### config.mk
export PLATFORM = sky130hd
export DESIGN_NAME = rf_wb_arbiter
export DESIGN_NICKNAME = d
export VERILOG_FILES = /design/src/rtl/rf_pkg.sv /design/src/rtl/rr_arbiter.sv /design/src/rtl/rf_wb_arbiter.sv
export SDC_FILE = /design/constraint.sdc
export NUM_CORES = 1
export LEC_CHECK = 0
export ABC_AREA = 0
export ABC_CLOCK_PERIOD_IN_PS = 9800
export BUFFER_PORTS_ARGS = -buffer_cell sky130_fd_sc_hd__buf_2
export CAP_MARGIN = 20
export CELL_PAD_IN_SITES_DETAIL_PLACEMENT = 0
export CELL_PAD_IN_SITES_GLOBAL_PLACEMENT = 1
export CORE_ASPECT_RATIO = 0.75
export CORE_MARGIN = 5
export CORE_UTILIZATION = 30
export DETAILED_ROUTE_END_ITERATION = 16
export GPL_ROUTABILITY_DRIVEN = 0
export HOLD_SLACK_MARGIN = 0.06
export PLACE_DENSITY = 0.67
export SETUP_SLACK_MARGIN = 0.3
export SYNTH_ARGS = -nofsm -noshare
export SYNTH_HDL_FRONTEND = slang
export SYNTH_HIERARCHICAL = 1
export SYNTH_SLANG_ARGS = --single-unit
### constraint.sdc
create_clock -name clk -period 9.8 [get_ports clk]
set_input_delay 1.47 -clock clk [delete_from_list [all_inputs] [get_ports clk]]
set_output_delay 1.47 -clock clk [all_outputs]
set_load 0.02 [all_outputs]
### src/rtl/rf_pkg.sv
// Shared register-file write definitions: write-kind encodings and RF port widths.
package rf_pkg;

    localparam int RF_AW = 5;
    localparam int RF_DW = 32;

    localparam logic [2:0] RF_KIND_NONE = 3'b000;
    localparam logic [2:0] RF_KIND_LW   = 3'b001;
    localparam logic [2:0] RF_KIND_LH   = 3'b010;
    localparam logic [2:0] RF_KIND_LB   = 3'b011;
    localparam logic [2:0] RF_KIND_LHU  = 3'b100;
    localparam logic [2:0] RF_KIND_LBU  = 3'b101;

    function automatic logic rf_kind_valid(input logic [2:0] kind);
        case (kind)
            RF_KIND_LW, RF_KIND_LH, RF_KIND_LB, RF_KIND_LHU, RF_KIND_LBU: return 1'b1;
            default:                                                      return 1'b0;
        endcase
    endfunction

endpackage

### src/rtl/rr_arbiter.sv
// Round-robin arbiter: one-hot grant to the first requester at or after the rotating pointer.
module rr_arbiter #(
    parameter int NREQ = 3
) (
    input  logic            clk,
    input  logic            rst_n,
    input  logic [NREQ-1:0] req_i,
    input  logic            en_i,
    output logic [NREQ-1:0] grant_o
);

    localparam int PW = (NREQ > 1) ? $clog2(NREQ) : 1;

    logic [PW-1:0] ptr_q;
    logic [PW-1:0] ptr_d;
    logic [PW-1:0] idx_s;
    logic          found_s;

    // Scan requesters in cyclic order from the pointer; the winner's successor becomes the new pointer.
    always_comb begin
        grant_o = '0;
        ptr_d   = ptr_q;
        found_s = 1'b0;
        idx_s   = '0;
        for (int off = 0; off < NREQ; off++) begin
            idx_s = PW'((int'(ptr_q) + off) % NREQ);
            if (en_i && !found_s && req_i[idx_s]) begin
                found_s        = 1'b1;
                grant_o[idx_s] = 1'b1;
                ptr_d          = PW'((int'(idx_s) + 1) % NREQ);
            end else begin
                found_s = found_s;
            end
        end
    end

    // Pointer register.
    always_ff @(posedge clk or negedge rst_n) begin
        if (!rst_n) begin
            ptr_q <= '0;
        end else begin
            ptr_q <= ptr_d;
        end
    end

endmodule

### src/rtl/rf_wb_arbiter.sv
// Register-file writeback arbiter: round-robin grant into a write FIFO that drains one write per
// cycle to the RF write port, plus a decode-stage read-after-write hazard check.
module rf_wb_arbiter
    import rf_pkg::*;
#(
    parameter int NREQ  = 3,
    parameter int DEPTH = 4,
    parameter int AW    = RF_AW,
    parameter int DW    = RF_DW
) (
    input  logic                       clk,
    input  logic                       rst,
    input  logic [NREQ-1:0]            req_valid,
    output logic [NREQ-1:0]            req_ready,
    input  logic [3*NREQ-1:0]          req_kind,
    input  logic [AW*NREQ-1:0]         req_addr,
    input  logic [DW*NREQ-1:0]         req_data,
    input  logic                       rf_hold,
    input  logic [AW-1:0]              rd_a1,
    input  logic [AW-1:0]              rd_a2,
    output logic [2:0]                 rf_wr_kind,
    output logic [AW-1:0]              rf_wr_addr,
    output logic [DW-1:0]              rf_wr_data,
    output logic                       hazard,
    output logic [$clog2(DEPTH):0]     q_count
);

    localparam int PW = $clog2(DEPTH);
    localparam int CW = $clog2(DEPTH) + 1;

    logic [2:0]      kind_q [DEPTH];
    logic [AW-1:0]   addr_q [DEPTH];
    logic [DW-1:0]   data_q [DEPTH];
    logic [PW-1:0]   wr_ptr_q, wr_ptr_d;
    logic [PW-1:0]   rd_ptr_q, rd_ptr_d;
    logic [CW-1:0]   count_q, count_d;

    logic [NREQ-1:0] drop_s;
    logic [NREQ-1:0] grant_s;
    logic            pop_s;
    logic            can_push_s;
    logic            push_s;
    logic [2:0]      g_kind_s;
    logic [AW-1:0]   g_addr_s;
    logic [DW-1:0]   g_data_s;
    logic [PW-1:0]   off_s;
    logic            hz_s;

    function automatic logic src_match(input logic [AW-1:0] a, input logic [AW-1:0] s1,
                                       input logic [AW-1:0] s2);
        return (a != '0) && ((a == s1) || (a == s2));
    endfunction

    assign pop_s      = (count_q != '0) & ~rf_hold;
    assign can_push_s = (count_q < CW'(DEPTH)) | pop_s;

    // Writes to r0 or with an unknown kind are acknowledged but never queued.
    always_comb begin
        drop_s = '0;
        for (int i = 0; i < NREQ; i++) begin
            drop_s[i] = (req_addr[AW*i +: AW] == '0) | ~rf_kind_valid(req_kind[3*i +: 3]);
        end
    end

    rr_arbiter #(.NREQ(NREQ)) u_rr (
        .clk     (clk),
        .rst_n   (rst),
        .req_i   (req_valid),
        .en_i    (can_push_s & rst),
        .grant_o (grant_s)
    );

    assign req_ready = grant_s;
    assign push_s    = |(grant_s & ~drop_s);

    // Select the granted requester's payload.
    always_comb begin
        g_kind_s = '0;
        g_addr_s = '0;
        g_data_s = '0;
        for (int i = 0; i < NREQ; i++) begin
            if (grant_s[i]) begin
                g_kind_s = req_kind[3*i +: 3];
                g_addr_s = req_addr[AW*i +: AW];
                g_data_s = req_data[DW*i +: DW];
            end else begin
                g_kind_s = g_kind_s;
            end
        end
    end

    // Pointer and occupancy next-state.
    always_comb begin
        wr_ptr_d = push_s ? wr_ptr_q + PW'(1) : wr_ptr_q;
        rd_ptr_d = pop_s  ? rd_ptr_q + PW'(1) : rd_ptr_q;
        count_d  = count_q + CW'(push_s) - CW'(pop_s);
    end

    // RF sees the head only in cycles where it actually leaves the queue.
    always_comb begin
        if (pop_s) begin
            rf_wr_kind = kind_q[rd_ptr_q];
            rf_wr_addr = addr_q[rd_ptr_q];
            rf_wr_data = data_q[rd_ptr_q];
        end else begin
            rf_wr_kind = RF_KIND_NONE;
            rf_wr_addr = '0;
            rf_wr_data = '0;
        end
    end

    // Hazard: any occupied entry or live non-dropped request targeting a decode source.
    always_comb begin
        hz_s  = 1'b0;
        off_s = '0;
        for (int j = 0; j < DEPTH; j++) begin
            off_s = PW'(j) - rd_ptr_q;
            if ((CW'(off_s) < count_q) && src_match(addr_q[j], rd_a1, rd_a2)) begin
                hz_s = 1'b1;
            end else begin
                hz_s = hz_s;
            end
        end
        for (int i = 0; i < NREQ; i++) begin
            if (req_valid[i] && !drop_s[i] && src_match(req_addr[AW*i +: AW], rd_a1, rd_a2)) begin
                hz_s = 1'b1;
            end else begin
                hz_s = hz_s;
            end
        end
    end

    assign hazard  = hz_s & rst;
    assign q_count = count_q;

    // Queue control registers.
    always_ff @(posedge clk or negedge rst) begin
        if (!rst) begin
            wr_ptr_q <= '0;
            rd_ptr_q <= '0;
            count_q  <= '0;
        end else begin
            wr_ptr_q <= wr_ptr_d;
            rd_ptr_q <= rd_ptr_d;
            count_q  <= count_d;
        end
    end

    // Queue storage.
    always_ff @(posedge clk or negedge rst) begin
        if (!rst) begin
            for (int j = 0; j < DEPTH; j++) begin
                kind_q[j] <= RF_KIND_NONE;
                addr_q[j] <= '0;
                data_q[j] <= '0;
            end
        end else if (push_s) begin
            kind_q[wr_ptr_q] <= g_kind_s;
            addr_q[wr_ptr_q] <= g_addr_s;
            data_q[wr_ptr_q] <= g_data_s;
        end
    end

endmodule

# After elaboration in Yosys (flattened, before gate mapping)

Cells that the tools add are included.

Register bits: 169
Input bits: 136
Output and inout bits: 47
Logic and storage cells: 209

$add $sub $neg: 13
Divide/modulo/power cells: 6
Order comparisons: 14
Equality and inequality tests: 29
Multiplexer cells: 60
Bitwise gates (word level): 17
Reduce and logical (&&, ||, !) cells: 54

Operators with widths:

| kind                                                       | count |
|---|---|
| two-way mux 32 bit                                         | 7 |
| modulo 32 x 3 -> 32 bit, second input constant             | 5 |
| bitwise mux 128 bit                                        | 1 |
| == test 5 bit                                              | 14 |
| binary-select mux 32 bit (select 2 bit)                    | 1 |
| demux 32 bit (select 2 bit)                                | 1 |
| two-way mux 5 bit                                          | 7 |
| nonzero test 5 bit                                         | 7 |
| modulo 3 x 3 -> 32 bit, second input constant              | 1 |
| two-way mux 3 bit                                          | 10 |
| logical AND 1 bit                                          | 26 |
| bitwise mux 20 bit                                         | 1 |
| == test 3 x 2 -> 1 bit, second input constant              | 6 |
| == test 3 bit, second input constant                       | 6 |
| two-way mux 1 bit                                          | 18 |
| logical NOT 5 bit                                          | 3 |
| OR reduction 5 bit                                         | 3 |
| adder 2 x 1 -> 3 bit, second input constant                | 4 |
| bitwise mux 12 bit                                         | 1 |
| less-than comparator 2 x 3 -> 1 bit                        | 4 |
| binary-select mux 5 bit (select 2 bit)                     | 1 |
| demux 5 bit (select 2 bit)                                 | 1 |
| == test 3 x 1 -> 1 bit, second input constant              | 3 |
| less-than comparator 2 x 3 -> 1 bit, second input constant | 3 |
| 26 further kinds                                           | 59 |

# Longest topological paths before layout

Depth in word-level cells: 18
Depth in mapped cells: 19
Depth with buffers taken out: 17

# Hierarchy

Netlist, hierarchy kept.

Modules (own cells, without submodules):

| module        | times used | cells an instance | area each (µm²) |
|---|---|---|---|
| rf_wb_arbiter | 1          | 916               | 9399.0 |
| rr_arbiter    | 1          | 60                | 478.0 |

# Worst setup path before layout

Ideal clock, no wire load.

Path type: input-to-reg
Start point: input port rst
End point: register count_q[2], in the netlist q_count[2]
Library setup time: 133 ps
Arrival time: 4982 ps
Slack: 4685 ps
Stages on the path: 15
Buffers on the path: 1
Cell sequence: a21boi_0 o211ai_1 o221ai_1 clkbuf_8 inv_1 a2111oi_4 or3_2 inv_1 ha_1 inv_1 ha_1 inv_1 fa_1 xnor2_1 xnor2_1

Word-level cells in the longest chain between the ends: 15
Elaborated cells between the ends (all ways): 19
Classes of those cells: 2 x add/sub; 5 x mux; 4 x bitwise; 8 x reduce/logical

RTL lines:

| item                            | RTL line             | source |
|---|---|---|
| from (decl)                     | rf_wb_arbiter.sv:12  | `input logic rst,` |
| bitwise AND 1 bit *             | rf_wb_arbiter.sv:69  | `.en_i (can_push_s & rst),` |
| logical AND 1 bit               | rr_arbiter.sv:27     | `if (en_i && !found_s && req_i[idx_s]) begin` |
| two-way mux 1 bit               | rr_arbiter.sv:27     |  |
| logical NOT 1 bit               | rr_arbiter.sv:27     |  |
| logical AND 1 bit (2 in series) | rr_arbiter.sv:27     |  |
| two-way mux 1 bit               | rr_arbiter.sv:27     |  |
| logical NOT 1 bit               | rr_arbiter.sv:27     |  |
| logical AND 1 bit (2 in series) | rr_arbiter.sv:27     |  |
| two-way mux 3 bit *             | rr_arbiter.sv:27     |  |
| named net req_ready[1]          | rf_wb_arbiter.sv:14  | `output logic [NREQ-1:0] req_ready,` |
| bitwise AND 3 bit *             | rf_wb_arbiter.sv:74  | `assign push_s = \|(grant_s & ~drop_s);` |
| OR reduction 3 bit *            | rf_wb_arbiter.sv:74  |  |
| adder 3 x 1 -> 3 bit *          | rf_wb_arbiter.sv:96  | `count_d = count_q + CW'(push_s) - CW'(pop_s);` |
| subtractor 3 x 1 -> 3 bit *     | rf_wb_arbiter.sv:96  |  |
| named net count_d[2]            | rf_wb_arbiter.sv:36  | `logic [CW-1:0] count_q, count_d;` |
| to (signal assigned)            | rf_wb_arbiter.sv:145 | `count_q <= count_d;` |
| to (decl)                       | rf_wb_arbiter.sv:36  |  |

The timed path passes the listed nets; every way through them passes the cells marked *.
A chain may end at the register's enable or synchronous reset.

# Final worst setup path

Start point: input port rst
End point: output port req_ready[1]

Word-level cells in the longest chain between the ends: 11
Elaborated cells between the ends (all ways): 15
Classes of those cells: 5 x mux; 3 x bitwise; 7 x reduce/logical

RTL lines:

| item                            | RTL line |
|---|---|
| bitwise AND 1 bit *             | rf_wb_arbiter.sv:69 |
| logical AND 1 bit               | rr_arbiter.sv:27 |
| two-way mux 1 bit               | rr_arbiter.sv:27 |
| logical NOT 1 bit               | rr_arbiter.sv:27 |
| logical AND 1 bit (2 in series) | rr_arbiter.sv:27 |
| two-way mux 1 bit               | rr_arbiter.sv:27 |
| logical NOT 1 bit               | rr_arbiter.sv:27 |
| logical AND 1 bit (2 in series) | rr_arbiter.sv:27 |
| two-way mux 3 bit *             | rr_arbiter.sv:27 |
| to (decl)                       | rf_wb_arbiter.sv:14 |

Mark *: on every way between the ends. The rest lies on a longest branch, timed or not.

==> results.json <==
{
  "run_status": "finished clean",
  "antenna_found_initial": 0,
  "crit_required_ns": 8.33,
  "pwr-share-comb": 0.472,
  "clock_skew_ns": 0.00685,
  "synth_cells": 976,
  "ioPinCount": 183,
  "endpoint_kind": "output pin",
  "cts_buffer_depth": 2,
  "critPathLaunch": "rst",
  "synthFlopType": "dfrtp_1",
  "p_int_w": 0.00209,
  "cts_buffers": 17,
  "critPathKind": "in2out",
  "die_h_um": 167,
  "drc_errors": 0,
  "swShare": 0.420,
  "synth-edff-count": 0,
  "rows": 57,
  "syn_to_final_growth_pct": 17.3,
  "fp.dieW_um": 220,
  "diodes": 0,
  "vdd_drop_max_mv": 0.119,
  "whs_path_depth": 2,
  "syn_area_per_cell_um2": 10.1,
  "cts_setup_buffers": 0,
  "place_hpwl_mm": 19.6,
  "syn-num-nets": 1128,
  "grt_use_total": 0.160,
  "grt_max_degree": 81,
  "start_kind": "primary input",
  "arrival_ns": 3.42,
  "ys_seq_area_frac": 0.428,
  "yosysTopAreaCell": "dfrtp_1",
  "cts_resized": 0,
  "final_antenna_net_count": 0,
  "worst_slew_pin_slew_ns": 1.01,
  "synth_area_leaders": "dfrtp_1 43%, mux4_2 9.1%, o21ai_1 8.0%",
  "min-delay-path-class": "reg2reg",
  "num_vias": 7724,
  "dpl_worst_slack_ns": 4.71,
  "cts_htree_levels": 4,
  "slew_violations": 0,
  "utilization": 0.357,
  "wl_mm": 29.1,
  "timing.rr.start": "u_rr/ptr_q[1]",
  "hold_start": "data_q[113]",
  "finalSetupViolCount": 0,
  "synth_seq_cells": 169,
  "drt_pass1_iterations": 4,
  "clock_latency_ns": 0.43,
  "synthArstFlopShare": 1.00,
  "ctsHoldBuffers": 0,
  "clock_sinks": 169,
  "drtIter0Drc": 347,
  "synth_area_um2": 9880,
  "timing.fmax_ghz": 0.205,
  "grt_pass1_vias": 8029,
  "cap_violations": 0,
  "overflow": 0,
  "clockPowerShare": 0.203,
  "reg2regPathDepth": 17,
  "final_nets": 1266,
  "fin_ws_ns": 4.91,
  "fin_crit_sh": 0.499,
  "synth_top_cell_area_share": 0.428,
  "synthTopCellsByCount": "182 x nand2_1, 169 x dfrtp_1, 157 x o21ai_1",
  "start_util": 0.304,
  "cp_max_fo": 42,
  "die_area_um2": 36700,
  "post_drt_wl_per_cell_um": 18.5,
  "hold_viol": 0,
  "final.min_clock_period_ns": 4.89,
  "grt_setup_unrepaired": "no",
  "cts.clk_slew.worst_paths_ns": 0.07,
  "drive_above_1_share": 0.261,
  "yosys.cell_types.count": 50,
  "power_leakage_nw": 5.08,
  "numPortBuffers": 182,
  "switchingPower_w": 0.00151,
  "vias_per_cell": 4.92,
  "slew_headroom": 0.319,
  "p_per_area_nw_per_um2": 310,
  "tns_ns": 0,
  "root_buffer": "clkbuf_16",
  "coreArea_um2": 32400,
  "synth.most_common_cell": "nand2_1",
  "grt_pass1_wl_mm": 46.3,
  "p_seq_frac": 0.325,
  "yosys_warnings": 6,
  "cts_tree": "done"
}
==> power by group through the flow <==
| stage | Combinational [W] | Sequential, W | Clock [W] |
|---|---|---|---|
| floorplan | 0.00132 | 0.00109 | 0 |
| global placement | 0.00169 | 0.00117 | 0 |
| detailed placement | 0.00172 | 0.00118 | 0 |
| CTS | 0.00172 | 0.00117 | 0.000747 |
| global route | 0.00191 | 0.00120 | 0.000779 |
| finish | 0.00170 | 0.00117 | 0.000730 |
==> cells by family after synthesis <==
logic type / after synthesis / synth area share
adder cells (fa/ha/maj): 16 / 0.0210
multiplexers: 45 / 0.0965
AND/OR/NAND/NOR: 283 / 0.132
buffers and inverters: 97 / 0.0650
AO/OA/AOI/OAI: 290 / 0.190
flip-flops: 169 / 0.428
XOR/XNOR: 76 / 0.0674
==> final timing paths <==
| path | endpoint | slack (ns) |
|---|---|---|
| max | req_ready[1] | 4.91 |
| min | data_q[113] | 0.48 |
| max reg2reg | q_count[2] | 5.35 |
| min reg2reg | data_q[113] | 0.48 |
| max in group asynchronous | rd_ptr_q[1] | 7.73 |
| min in group asynchronous | addr_q[8] | 0.89 |
==> cell type report <==
type	instances	area (um2)
Tap cell	442	553
Inverter	20	75.1
Multi-Input combinational cell	710	5040
Clock inverter	11	169
Fill cell	3323	20900
Timing Repair Buffer	196	1040
Clock buffer	21	470
Sequential cell	169	4230
==> cell usage in the layout (no fill, tap or decap), types with 7 or more instances in the layout <==
cell type	instances
and2_1	43
nor3_1	12
a21oi_1	18
nand3_1	22
xor2_1	27
o21ai_0	40
clkbuf_16	17
nand2_1	182
o22ai_1	9
ha_1	15
mux4_2	40
buf_4	13
xnor2_1	49
nor2_1	7
buf_2	181
o21ai_1	157
inv_1	20
dfrtp_1	167
a221o_1	33
==> critical path, stage by stage <==
cell and delay (ns):
buf_6 0.23, a21boi_0 0.24, buf_4 0.21, o211ai_1 0.22, o221ai_4 0.26, buf_4 0.50, buf_2 0.27
==> metal layers <==
metal,part of all wire,vias to the layer above,track usage
met5,0,-,0
met4,0.015,0,0.0385
met3,0.051,26,0.0348
met2,0.45,184,0.242
met1,0.49,3751,0.235
li1,-,3763,-
==> state kept, by name (all words and copies together), names as in the netlist <==
register and count:
data_q 128, addr_q 20, kind_q 12, q_count 3, rd_ptr_q 2, u_rr/ptr_q 2
wr_ptr_q 2
==> per-stage QoR <==
step	cell area [um2]	hold WS (ns)	power, W	std cells
2_1_floorplan	9880	0.446	0.00242	976
3_3_place_gp	10900	0.460	0.00287	1535
4_1_cts	11600	0.481	0.00364	1568
6_report	11600	0.480	0.00359	1569
5_1_grt	11600	0.500	0.00389	1569
3_5_place_dp	10900	0.464	0.00290	1536
Note: power is estimated with default switching activity, not from simulation.
